--- src/rtl/ex_8_7_div_pkg.sv ---
// Shared types and helpers for the restoring divider.
package ex_8_7_div_pkg;

  typedef enum logic [1:0] {
    S_IDLE,
    S_RUN,
    S_DONE
  } state_t;

  // Width of the iteration counter: must hold the value dp_width.
  function automatic int unsigned cnt_width(input int unsigned dp_width);
    return $clog2(dp_width + 1);
  endfunction

endpackage

--- src/rtl/ex_8_7_div_ctrl.sv ---
// Divider control: FSM, iteration counter and ready/done handshake.
module ex_8_7_div_ctrl
  import ex_8_7_div_pkg::*;
#(
  parameter int unsigned dp_width = 5
) (
  input  logic clock,
  input  logic reset_b,
  input  logic start,
  input  logic div_zero_c,
  input  logic overflow_c,
  output logic load_c,
  output logic shift_sub_c,
  output logic set_flag_c,
  output logic ready,
  output logic done
);

  localparam int unsigned p_width = cnt_width(dp_width);

  state_t             state, state_next;
  logic [p_width-1:0] p, p_next;

  // State, counter and registered handshake outputs.
  always_ff @(posedge clock or negedge reset_b) begin
    if (!reset_b) begin
      state <= S_IDLE;
      p     <= '0;
      ready <= 1'b1;
      done  <= 1'b0;
    end else begin
      state <= state_next;
      p     <= p_next;
      ready <= (state_next == S_IDLE);
      done  <= (state_next == S_DONE);
    end
  end

  // Next-state, counter update and datapath controls.
  always_comb begin
    state_next  = state;
    p_next      = p;
    load_c      = 1'b0;
    shift_sub_c = 1'b0;
    set_flag_c  = 1'b0;
    case (state)
      S_IDLE: begin
        if (start) begin
          load_c = 1'b1;
          p_next = p_width'(dp_width);
          if (div_zero_c || overflow_c) begin
            set_flag_c = 1'b1;
            state_next = S_DONE;
          end else begin
            state_next = S_RUN;
          end
        end
      end
      S_RUN: begin
        shift_sub_c = 1'b1;
        p_next      = p - p_width'(1);
        if (p == p_width'(1)) state_next = S_DONE;
      end
      S_DONE:  state_next = S_IDLE;
      default: state_next = S_IDLE;
    endcase
  end

endmodule

--- src/rtl/ex_8_7_div.sv ---
// Sequential restoring divider: 2n-bit dividend / n-bit divisor, one quotient bit per clock.
module ex_8_7_div
  import ex_8_7_div_pkg::*;
#(
  parameter int unsigned dp_width = 5
) (
  input  logic                  clock,
  input  logic                  reset_b,
  input  logic                  start,
  input  logic [2*dp_width-1:0] dividend,
  input  logic [dp_width-1:0]   divisor,
  output logic [dp_width-1:0]   quotient,
  output logic [dp_width-1:0]   remainder,
  output logic                  ready,
  output logic                  done,
  output logic                  overflow,
  output logic                  div_zero,
  output logic [dp_width-1:0]   A,
  output logic [dp_width-1:0]   B,
  output logic [dp_width-1:0]   Q,
  output logic                  E
);

  logic                load_c, shift_sub_c, set_flag_c;
  logic                div_zero_c, overflow_c;
  logic [dp_width:0]   rem_sh_c;
  logic [dp_width-1:0] diff_c;
  logic                ge_c;

  // Error detection on the operands presented with start.
  assign div_zero_c = (divisor == '0);
  assign overflow_c = !div_zero_c && (dividend[2*dp_width-1:dp_width] >= divisor);

  // (n+1)-bit partial remainder after the shift, so the compare never loses the carry-out.
  assign rem_sh_c = {A, Q[dp_width-1]};
  assign ge_c     = (rem_sh_c >= {1'b0, B});
  assign diff_c   = dp_width'(rem_sh_c - {1'b0, B});

  assign quotient  = Q;
  assign remainder = A;

  ex_8_7_div_ctrl #(.dp_width(dp_width)) u_ctrl (
    .clock       (clock),
    .reset_b     (reset_b),
    .start       (start),
    .div_zero_c  (div_zero_c),
    .overflow_c  (overflow_c),
    .load_c      (load_c),
    .shift_sub_c (shift_sub_c),
    .set_flag_c  (set_flag_c),
    .ready       (ready),
    .done        (done)
  );

  // Datapath registers: operand load, shift-subtract iteration and error flags.
  always_ff @(posedge clock or negedge reset_b) begin
    if (!reset_b) begin
      A        <= '0;
      B        <= '0;
      Q        <= '0;
      E        <= 1'b0;
      overflow <= 1'b0;
      div_zero <= 1'b0;
    end else if (load_c) begin
      A        <= dividend[2*dp_width-1:dp_width];
      Q        <= dividend[dp_width-1:0];
      B        <= divisor;
      E        <= 1'b0;
      div_zero <= set_flag_c & div_zero_c;
      overflow <= set_flag_c & overflow_c;
    end else if (shift_sub_c) begin
      E <= 1'b0;
      if (ge_c) begin
        A <= diff_c;
        Q <= {Q[dp_width-2:0], 1'b1};
      end else begin
        A <= rem_sh_c[dp_width-1:0];
        Q <= {Q[dp_width-2:0], 1'b0};
      end
    end
  end

endmodule

--- config.mk ---
export PLATFORM = sky130hd
export DESIGN_NAME = ex_8_7_div
export DESIGN_NICKNAME = d
export VERILOG_FILES = /design/src/rtl/ex_8_7_div_pkg.sv /design/src/rtl/ex_8_7_div_ctrl.sv /design/src/rtl/ex_8_7_div.sv
export SDC_FILE = /design/constraint.sdc
export NUM_CORES = 1
export LEC_CHECK = 0
export CORE_ASPECT_RATIO = 1.5
export CORE_UTILIZATION = 30
export CTS_CLUSTER_DIAMETER = 60
export DETAILED_ROUTE_END_ITERATION = 7
export HOLD_SLACK_MARGIN = 0.03
export PLACE_DENSITY = 0.68
export SLEW_MARGIN = 20
export SYNTH_ARGS = -nofsm -noshare
export SYNTH_HDL_FRONTEND = slang
export SYNTH_SLANG_ARGS = --single-unit
export TNS_END_PERCENT = 10
--- constraint.sdc ---
create_clock -name clock -period 2.29 [get_ports clock]
set_input_delay 0.5725 -clock clock [delete_from_list [all_inputs] [get_ports clock]]
set_output_delay 0.5725 -clock clock [all_outputs]
set_load 0.02 [all_outputs]
Word level (Yosys, flattened, before mapping)
Cells that the tools add are included.
Widths: inputs -> output; s select.
Operators by class
  add/sub/neg operators: 2
  magnitude comparators: 2
  equal/unequal tests: 4
  muxes and demuxes: 20
  bitwise gates (word level): 2
  reduce and logical (&&, ||, !) cells: 9
Operators with widths (count)
  $mux 5: 5
  $mux 1: 9
  $ge 6x5->1: 1
  $mux 2: 3
  $pmux 3 s2: 1
  $ge 5x5->1: 1
  $logic_not 5->1: 1
  $sub 5x5->5: 1
  $logic_not 2->1: 2
  $pmux 2 s2: 1
  $reduce_bool 2->1: 2
  $eq 3x1->1 const B: 1
  $mux 3: 1
  $sub 3x1->3 const B: 1
  $and 1x1->1: 2
  $eq 2x1->1 const B: 1
  $eq 2x2->1 const B: 1
  $ne 2x2->1 const B: 1
  $reduce_and 2->1: 1
  $logic_and 1x1->1: 1
  $logic_not 1->1: 1
  $logic_or 1x1->1: 1
Storage, ports and cells
  bits in registers: 25
  logic and storage cells: 49

Depth between registers and ports, before layout
Gate-level depths: netlist of run 1.
  depth after elaboration: 8
  mapped depth: 8
  gate-level depth less buffers: 8

Hierarchy
From an unflattened synthesis of run 1, not the netlist that was laid out.
Second synthesis, totals
  cell total of the unflattened synthesis: 166
  area total of the unflattened synthesis: 1621.6 um^2
Modules (own cells, without submodules)
  ex_8_7_div: instances 1, cells each 137, area each 1278.7 um^2
  ex_8_7_div_ctrl: instances 1, cells each 29, area each 342.8 um^2

Worst setup path after synthesis of run 1
Ideal clock, no wire load.
  kind: reg2reg
  start point: reg Q[4]
  end point: reg A[0]
  setup time: 0.111 ns
  data arrival time: 2.140 ns
  path slack: 0.038 ns
  stages on the path, launching flop included: 9
  clock period less this slack: 2.252 ns
  cell sequence: dfrtp_1 > inv_1 > ha_1 > fa_1 > nand2b_2 > a21oi_4 > o32ai_2 > mux2_4 > a222oi_1
On the way
  cells in the longest elaborated chain, start to end: 4
  elaborated cells on any way between the ends: 5
  those cells by class: add/sub (1); order compare (1); mux (3)
Ends and longest elaborated chain
  start: declaration: line ex_8_7_div.sv:20  | output logic [dp_width-1:0] Q,
  start signal: assignment: line ex_8_7_div.sv:66  | Q <= dividend[dp_width-1:0];
  start signal: assignment: line ex_8_7_div.sv:75  | Q <= {Q[dp_width-2:0], 1'b1};
  start signal: assignment: line ex_8_7_div.sv:78  | Q <= {Q[dp_width-2:0], 1'b0};
  $sub 5x5->5 or $ge 6x5->1 (tied branches): line ex_8_7_div.sv:37, ex_8_7_div.sv:36
  $mux 5 (*): line ex_8_7_div.sv:73  | if (ge_c) begin
  $mux 5 (*): line ex_8_7_div.sv:71  | end else if (shift_sub_c) begin
  $mux 5 (*): line ex_8_7_div.sv:64  | end else if (load_c) begin
  end signal: assignment: line ex_8_7_div.sv:65  | A <= dividend[2*dp_width-1:dp_width];
  end signal: assignment: line ex_8_7_div.sv:74  | A <= diff_c;
  end signal: assignment: line ex_8_7_div.sv:77  | A <= rem_sh_c[dp_width-1:0];
  end: declaration: line ex_8_7_div.sv:18  | output logic [dp_width-1:0] A,
Mark *: on every way between the ends. The rest lies on a longest branch, timed or not. The select of a mux whose other input is x is not followed.
A chain may end at the register's enable or synchronous reset.

Final worst setup path of run 1
Ends and elaborated chain as after synthesis.

==> results of run 1 <==
==> power groups by stage <==
stage	registers, mW	clock network, mW	logic (mW)
finish	0.811	0.377	2.31
global route	0.844	0.401	2.53
CTS	0.816	0.378	2.21
detailed placement	0.824	0	2.14
global placement	0.825	0	2.10
floorplan	0.974	0	1.26
==> through the flow <==
step                setup WS, ns  hold WS (ns)  utilization
detailed placement      0.002908        0.4900       0.4191
global route            0.001868        0.5717       0.4459
finish                   0.09218        0.5127       0.4459
global placement         0.01980        0.4795       0.4191
CTS                      0.02861        0.5097       0.4377
floorplan                0.03849        0.2769            -
==> Yosys cell counts (2+ instances only) <==
cell type | count | area, um2
a31oi_1 | 2 | 12.51
a22o_1 | 2 | 17.52
a21o_1 | 2 | 15.01
nor2_1 | 9 | 33.78
inv_1 | 17 | 63.81
o21ai_0 | 12 | 60.06
nand2_1 | 18 | 67.56
o22a_1 | 3 | 26.28
nor2b_1 | 4 | 25.02
o22ai_1 | 11 | 68.82
ha_1 | 12 | 150.1
nand2b_1 | 2 | 12.51
dfrtp_1 | 23 | 575.6
a21oi_1 | 12 | 60.06
buf_4 | 11 | 82.58
buf_2 | 3 | 15.01
==> registers in the layout, summed over array words and instances (netlist names) <==
register / flops
u_ctrl.done: 1
A: 5
u_ctrl.ready: 1
Q: 5
u_ctrl.p: 3
div_zero: 1
B: 5
overflow: 1
u_ctrl.state: 2
==> final timing paths <==
kind | startpoint | to | cells past startpoint
max in group asynchronous | reset_b | u_ctrl.ready | 2
worst min-delay path | div_zero | div_zero | 2
worst max-delay path | Q[4] | A[0] | 8
worst min register to register | div_zero | div_zero | 2
worst max register to register | Q[4] | A[0] | 8
min in group asynchronous | reset_b | A[4] | 2
==> what timing repair did <==
| item | CTS | global route |
|---|---|---|
| endpoints found under the setup margin | 1 | 1 |
| resized for setup | 1 | 1 |
| setup buffers | 1 | 5 |
| pin swaps | 0 | 3 |
| hold buffers | 0 | 0 |
==> critical path: stages, from the launching register on <==
cell	delay [ns]
dfrtp_1	0.37
inv_1	0.07
ha_1	0.22
fa_2	0.36
nand2b_2	0.21
a21oi_4	0.20
o32ai_4	0.11
mux2_4	0.30
a222oi_1	0.24
==> final cells by class <==
type,instances,area (um2),area share
Clock inverter,1,30.03,0.01389
Timing Repair Buffer,62,580.6,0.2685
Tap cell,66,82.58,0.03819
Inverter,17,63.81,0.02951
Sequential cell,24,601.8,0.2784
Multi-Input combinational cell,109,762.0,0.3524
Clock buffer,3,41.29,0.01910
==> cell families (layout without fill, tap and decap cells) <==
logic type / count (synthesis) / count (layout)
other: 1 / 1
DFF: 24 / 24
and+or+nand+nor: 37 / 37
AOI/OAI and AO/OA: 53 / 53
adders and majority gates: 13 / 13
muxes: 3 / 3
xor gates and xnor gates: 2 / 2
buffers and inverters: 31 / 83
==> metal layers <==
| layer | vias to the layer above | wire length, um | track usage |
|---|---|---|---|
| met1 | 666 | 1580 | 0.1838 |
| met5 | - | 0 | 0 |
| met4 | 0 | 86 | 0.06554 |
| met3 | 9 | 190 | 0.02750 |
| met2 | 35 | 2077 | 0.2768 |
| li1 | 670 | - | - |
==> cells in the final DEF, fill, tap and decap left out, types with 2 or more instances in the layout <==
| master | instances |
|---|---|
| dfrtp_1 | 23 |
| nand2b_1 | 2 |
| clkbuf_8 | 3 |
| a21o_1 | 2 |
| clkdlybuf4s50_1 | 46 |
| nor2_1 | 9 |
| ha_1 | 12 |
| buf_4 | 16 |
| nor2b_1 | 4 |
| a22o_1 | 2 |
| a21oi_1 | 12 |
| o22a_1 | 3 |
| a31oi_1 | 2 |
| nand2_1 | 18 |
| o21ai_0 | 12 |
| inv_1 | 17 |
| o22ai_1 | 11 |
==> results.tsv, run 1 <==
stage	metric	value	unit
outcome	status	completed	
route	route.detailed.drc	0	
setup_path	crit_type	register to register	
grt	grt_pass1_vias	1374	
yosys	synth_edf_count	0	
pwr	p_per_area	1619	nW/um2
yosys	synth-async-reset-ratio	1.000	
sta	fin_crit_sh	0.9597	
floorplanning	dieArea	5332	um2
sta	clock_skew	0.001667	ns
final_layout	fin_area	2162	um2
clocking	clk_latency	0.27	ns
route	via_per_inst	4.894	
yosys	syn_area	1511	um2
setup_path	endpoint_kind	register	
route	ant_nets	0	
route	dr_total_vias	1380	
pwr	p_clk_frac	0.108	
clocking	cts_tree	done	
final_layout	final_cells	282	
pwr	p_leak	0.9553	nW
placement	port_buffers	46	
yosys	ys_seq_area_frac	0.3982	
yosys	synthMuxAreaShare	0.02401	
pwr	p_switching	1.503	mW
yosys	synth_fa_ha_area_frac	0.1126	
floorplanning	die_height	88.93	um
yosys	synth.net_count	195	
floorplanning	rows	31	
pwr	peakVddDrop	0.7149	mV
run	cap_violations	0	
sta	rsz0062_at_grt	false	
yosys	ys_seq_elements	24	
sta	setup_viol	0	
yosys	synth_compound_area_frac	0.2351	
setup_path	crit_arrival	2.36	ns
grt	grt_max_degree	25	
route	wire_per_inst	13.95	um
grt	grt_antenna_before_repair	0	
route	drtIter0Drc	30	
floorplanning	initial_core_util	0.3117	
yosys	netlist_instances	164	
yosys	yosys_warnings	0	
pwr	p_sw_frac	0.4292	
final_layout	nNetsFinal	248	
setup_path	timing.critical_path.fanout_max	3	
clocking	cts_made_buffers	3	
yosys	synth_xor_area_frac	0.01159	
grt	grt_pass1_wl	6223	um
clocking	cts_root_buf	clkbuf_8	
sta	slew_headroom	0.6308	
placement	place_inst	272	
yosys	ys_types	37	
setup_path	worstPathRequired	2.45	ns
clocking	path_clk_slew	0.09	ns
hold_path	hp-class	register to register	
yosys	synth_simple_gate_area_share	0.1093	
clocking	cts_sinks	24	
floorplanning	coreArea	4848	um2
placement	dpl-instance-area	2032	um2
final_layout	n_antenna_cell	0	
grt	grtUsageTotal	0.1570	
sta	fmax	455.0	MHz
final_layout	syn_to_final_growth	43.05	%
yosys	synth_ff_type	dfrtp_1	
yosys	synth_area_per_cell	9.216	um2
final_layout	fill_cells	489	
yosys	synth_top_family_by_area	compound AO/OA/AOI/OAI gates	
clocking	clock_path_buffers	2	
grt	grt_overflow_total	0	
setup_path	critPathLaunchType	register	
pwr	p_int	1.998	mW
final_layout	drive_above_1_share	0.1296	
sta	finalCriticalPeriod	2.198	ns
pwr	p_total	3.501	mW
placement	place_congestion	0.7957	
floorplanning	fp.dieW	59.96	um
pwr	seqPwrFrac	0.232	
sta	worst_pin_slew	0.5518	ns
clocking	htreeDepth	1	
pwr	combPwrFrac	0.661	
route	drt_pass1_iterations	4	
floorplanning	ios	48	
route	wl	3934	um
sta	drv_slew	0	
sta	finalSetupTns	0	ns
placement	hpwl	3028	um
sta	hold_viol	0	
setup_path	r2r_setup_slack	0.09	ns
No activity file was read; power rests on OpenSTA's default activity.
==> run 2: changes to the inputs <==
--- a/config.mk
+++ b/config.mk
@@ -10,7 +10,6 @@
 export CTS_CLUSTER_DIAMETER = 60
 export DETAILED_ROUTE_END_ITERATION = 7
 export HOLD_SLACK_MARGIN = 0.03
-export PLACE_DENSITY = 0.68
 export SLEW_MARGIN = 20
 export SYNTH_ARGS = -nofsm -noshare
 export SYNTH_HDL_FRONTEND = slang
==> results.tsv, run 2 (synthesis gave the netlist of run 1 again) <==
stage	metric	value	unit
pwr	p_leak	0.9482	nW
hold_path	hold_path.startpoint	div_zero	
sta	slew_headroom	0.5642	
pwr	combPwrFrac	0.653	
hold_path	hp-class	register to register	
sta	finalCriticalPeriod	2.211	ns
pwr	p_int	1.965	mW
grt	grt_overflow_total	0	
floorplanning	coreArea	4848	um2
placement	place_inst	275	
sta	drv_slew	0	
grt	grt_max_degree	25	
final_layout	reg_top3	A (5), B (5), Q (5)	
setup_path	worstPathRequired	2.43	ns
pwr	p_switching	1.452	mW
floorplanning	ios	48	
grt	grt_pass1_vias	1244	
pwr	p_per_area	1590	nW/um2
sta	fin_crit_sh	0.9655	
clocking	clock_path_buffers	2	
clocking	hold_buffers	0	
clocking	cts_sinks	24	
final_layout	syn_to_final_growth	42.14	%
route	wl	3731	um
route	wire_per_inst	13.33	um
final_layout	nNetsFinal	246	
route	drtIter0Drc	29	
clocking	cts_root_buf	clkbuf_8	
route	via_per_inst	4.789	
grt	grt_pass1_wl	5816	um
final_layout	final_common_cell	clkdlybuf4s50_1	
setup_path	endpoint_kind	register	
route	dr_total_vias	1341	
setup_path	reg2reg_from	B[0]	
placement	place_congestion	0.7456	
final_layout	n_antenna_cell	0	
grt	grt_antenna_before_repair	0	
setup_path	cp_cell_sequence	ha_1 > fa_2 > nand2b_2 > a21oi_4 > o32ai_2 > mux2_4 > a222oi_1	
sta	setup_viol	0	
run	cap_violations	0	
setup_path	cpMaxStageDelayCell	dfrtp_1	
pwr	p_clk_frac	0.111	
floorplanning	dieArea	5332	um2
hold_path	min_to	div_zero	
setup_path	crit_type	register to register	
setup_path	crit_arrival	2.35	ns
clocking	path_clk_slew	0.09	ns
sta	fmax	452.3	MHz
clocking	cts_made_buffers	3	
route	drt_pass1_iterations	4	
floorplanning	initial_core_util	0.3117	
pwr	peakVddDrop	0.5825	mV
route	ant_nets	0	
clocking	htreeDepth	1	
sta	clock_skew	0.002076	ns
setup_path	rr_worst_depth	7	
clocking	cts_tree	done	
floorplanning	rows	31	
floorplanning	fp.dieW	59.96	um
setup_path	r2r_end	A[0]	
pwr	seqPwrFrac	0.236	
outcome	status	completed	
setup_path	critPathLaunchType	register	
clocking	clk_latency	0.27	ns
sta	rsz0062_at_grt	false	
placement	port_buffers	46	
hold_path	holdPathStages	2	
route	route.detailed.drc	0	
final_layout	finish.utilization	0.4431	
setup_path	timing.critical_path.fanout_max	2	
sta	worst_pin_slew	0.6513	ns
floorplanning	die_height	88.93	um
setup_path	r2r_setup_slack	0.08	ns
grt	grtUsageTotal	0.1487	
sta	hold_viol	0	
placement	hpwl	2936	um
final_layout	final_cells	280	
setup_path	max_stage_delay	0.40	ns
pwr	p_sw_frac	0.4250	
final_layout	final_cell_mix	clkdlybuf4s50_1 (46), dfrtp_1 (23), nand2_1 (18)	
final_layout	drive_above_1_share	0.1215	
## run 2: changes by cell type in the layout (fill, tap and decap cells not counted), sizes merged
cell  change
buf       -2
## run 2: per-stage QoR
step	instance area [um2]	power [mW]	TNS (ns)	setup WS (ns)	hold slack (ns)
global placement	2067	3.037	0	0.005296	0.4867
detailed placement	2067	3.049	-0.05072	-0.02914	0.4914
finish	2148	3.417	0	0.07907	0.5001
global route	2148	3.671	0	0.01248	0.5690
CTS	2148	3.457	0	0.04852	0.5126
floorplan	1511	2.237	0	0.03849	0.2769
## run 2: area by class of cell
| type | instances | area, um2 |
|---|---|---|
| clock inverter | 1 | 30.03 |
| tap | 66 | 82.58 |
| timing repair buffer | 60 | 578.1 |
| sequential | 24 | 601.8 |
| multi-input combinational | 109 | 750.7 |
| fill | 488 | 2700 |
| inverter | 17 | 63.81 |
| clock buffer | 3 | 41.29 |
## run 2: how the worst max path moves through the flow
stage                           from              end  slack, ns  cells after the start
after floorplan                 Q[4]             A[0]       0.04                      8
after global placement    divisor[2]  u_ctrl.state[1]      0.005                      8
after detailed placement  divisor[2]      u_ctrl.done      -0.03                      8
after CTS                       Q[4]             A[0]       0.05                      8
after global routing            B[0]             A[0]       0.01                      7
final                           B[0]             A[0]       0.08                      7
## run 2: power by group through the flow
stage          combinational [mW]  sequential, mW  clock [mW]
6_report                     2.23           0.806       0.379
3_3_place_gp                 2.22           0.820           0
2_1_floorplan                1.26           0.974           0
3_5_place_dp                 2.23           0.822           0
4_1_cts                      2.26           0.810       0.391
5_1_grt                      2.43           0.841       0.405
## run 2: what timing repair did
item | CTS | global route
setup endpoints to repair | 1 | 0
resized for setup | 1 | 0
buffers inserted | 1 | 0
## run 2: critical path: cells and delay by family (launching register included)
family / cells / cell delay (ns)
and+or+nand+nor: 1 / 0.20
DFF: 1 / 0.40
muxes: 1 / 0.31
AOI/OAI and AO/OA: 3 / 0.57
adders and majority gates: 2 / 0.59
## run 2: per-layer routing
layer	GRT usage	routed length, um
met2	0.2697	1927
met3	0.02171	161
met5	0	0
met4	0.05074	38
met1	0.1750	1604
==> run 3: changes to the inputs <==
--- a/config.mk
+++ b/config.mk
@@ -6,8 +6,8 @@
 export NUM_CORES = 1
 export LEC_CHECK = 0
 export CORE_ASPECT_RATIO = 1.5
+export CORE_MARGIN = 1.5
 export CORE_UTILIZATION = 30
-export CTS_CLUSTER_DIAMETER = 60
 export DETAILED_ROUTE_END_ITERATION = 7
 export HOLD_SLACK_MARGIN = 0.03
 export SLEW_MARGIN = 20
==> results.tsv, run 3 (synthesis gave the netlist of run 1 again) <==
stage	metric	value	unit
floorplanning	ios	48	
clocking	cts_tree	done	
grt	grt_pass1_vias	1331	
setup_path	endpoint_kind	register	
setup_path	timing.critical_path.fanout_max	3	
hold_path	holdPathStages	2	
hold_path	min_to	div_zero	
grt	grt_overflow_total	0	
sta	fin_crit_sh	0.9521	
setup_path	reg2reg_from	B[0]	
route	route.detailed.drc	0	
floorplanning	die_height	89.93	um
sta	hold_viol	0	
sta	worst_pin_slew	0.6384	ns
setup_path	r2r_setup_slack	0.11	ns
placement	place_inst	277	
sta	setup_viol	0	
floorplanning	coreArea	4848	um2
final_layout	syn_to_final_growth	41.06	%
placement	place_congestion	0.8085	
setup_path	rr_worst_depth	7	
route	wl	3930	um
outcome	status	completed	
floorplanning	fp.dieW	60.96	um
pwr	seqPwrFrac	0.244	
grt	grtUsageTotal	0.1564	
clocking	cts_made_buffers	3	
pwr	p_leak	0.9451	nW
grt	grt_antenna_before_repair	0	
clocking	hold_buffers	0	
pwr	p_sw_frac	0.4359	
hold_path	hp-class	register to register	
hold_path	hold_path.startpoint	div_zero	
pwr	p_per_area	1567	nW/um2
final_layout	reg_top3	A (5), B (5), Q (5)	
grt	grt_pass1_wl	6499	um
final_layout	drive_above_1_share	0.1256	
pwr	combPwrFrac	0.669	
pwr	p_int	1.885	mW
final_layout	finish.utilization	0.4397	
route	drt_pass1_iterations	4	
floorplanning	rows	31	
setup_path	crit_type	register to register	
clocking	htreeDepth	1	
pwr	p_clk_frac	0.087	
clocking	cts_sinks	24	
pwr	p_switching	1.457	mW
setup_path	crit_arrival	2.32	ns
route	drtIter0Drc	42	
final_layout	final_cells	281	
floorplanning	initial_core_util	0.3117	
setup_path	worstPathRequired	2.43	ns
sta	final.setup.worst_slack	0.1098	ns
setup_path	r2r_end	A[0]	
setup_path	critPathLaunchType	register	
pwr	peakVddDrop	0.6605	mV
final_layout	nNetsFinal	247	
placement	port_buffers	46	
route	dr_total_vias	1343	
sta	finalCriticalPeriod	2.180	ns
clocking	cts_root_buf	clkbuf_8	
run	cap_violations	0	
placement	hpwl	3123	um
sta	slew_headroom	0.5728	
placement	dp_slack	-0.01086	ns
final_layout	n_antenna_cell	0	
floorplanning	dieArea	5482	um2
sta	drv_slew	0	
grt	grt_max_degree	25	
route	via_per_inst	4.779	
clocking	clock_path_buffers	2	
sta	fmax	458.7	MHz
clocking	path_clk_slew	0.09	ns
sta	clock_skew	0.003264	ns
final_layout	final_cell_mix	clkdlybuf4s50_1 (46), dfrtp_1 (23), nand2_1 (18)	
sta	rsz0062_at_grt	false	
final_layout	final_common_cell	clkdlybuf4s50_1	
route	ant_nets	0	
pwr	p_total	3.342	mW
sta	finalSetupTns	0	ns
route	wire_per_inst	13.99	um
clocking	clk_latency	0.26	ns
[run 3: how the worst max path moves through the flow]
stage / start / endpoint / slack (ns) / cells after the start
floorplan: Q[4] / A[0] / 0.04 / 8
global placement: divisor[2] / u_ctrl.done / 0.01 / 8
detailed placement: divisor[2] / u_ctrl.done / -0.01 / 8
CTS: B[0] / A[0] / 0.04 / 7
global route: Q[4] / A[0] / 0.001 / 8
finish: B[0] / A[0] / 0.11 / 7
[run 3: power groups by stage]
| stage | Sequential [mW] | Combinational (mW) | Clock, mW |
|---|---|---|---|
| 2_1_floorplan | 0.974 | 1.26 | 0 |
| 3_3_place_gp | 0.824 | 2.21 | 0 |
| 3_5_place_dp | 0.828 | 2.22 | 0 |
| 4_1_cts | 0.819 | 2.23 | 0.298 |
| 5_1_grt | 0.850 | 2.46 | 0.320 |
| 6_report | 0.816 | 2.23 | 0.292 |
[run 3: worst max-delay path: stages, from the launching register on]
cell      delay, ns
dfrtp_1        0.41
ha_2           0.21
fa_1           0.38
nand2b_4       0.16
a21oi_4        0.15
o32ai_2        0.11
mux2_4         0.30
a222oi_1       0.32
[run 3: stage by stage]
step	area (um2)	hold slack, ns
finish	2132	0.4995
global route	2132	0.5458
CTS	2125	0.5109
detailed placement	2069	0.4912
global placement	2069	0.4802
floorplan	1511	0.2769
[run 3: final cells by class]
class / count / area, um2
multi-input combinational: 109 / 755.7
tap: 66 / 82.58
sequential: 24 / 601.8
clock buffer: 4 / 55.05
timing repair buffer: 61 / 573.1
inverter: 17 / 63.81
fill: 490 / 2716
[run 3: per-layer routing]
layer / global-route usage / wire length, um / up-vias
li1: - / - / 667
met1: 0.1989 / 1697 / 638
met2: 0.2688 / 2059 / 34
met3: 0.01727 / 123 / 4
met4: 0.04529 / 50 / 0
met5: 0 / 0 / -
[run 3: what timing repair did]
item,in CTS,in global routing
setup endpoints to repair,0,1
gates resized for setup,0,2
hold endpoints to repair,0,0
setup buffers,0,0
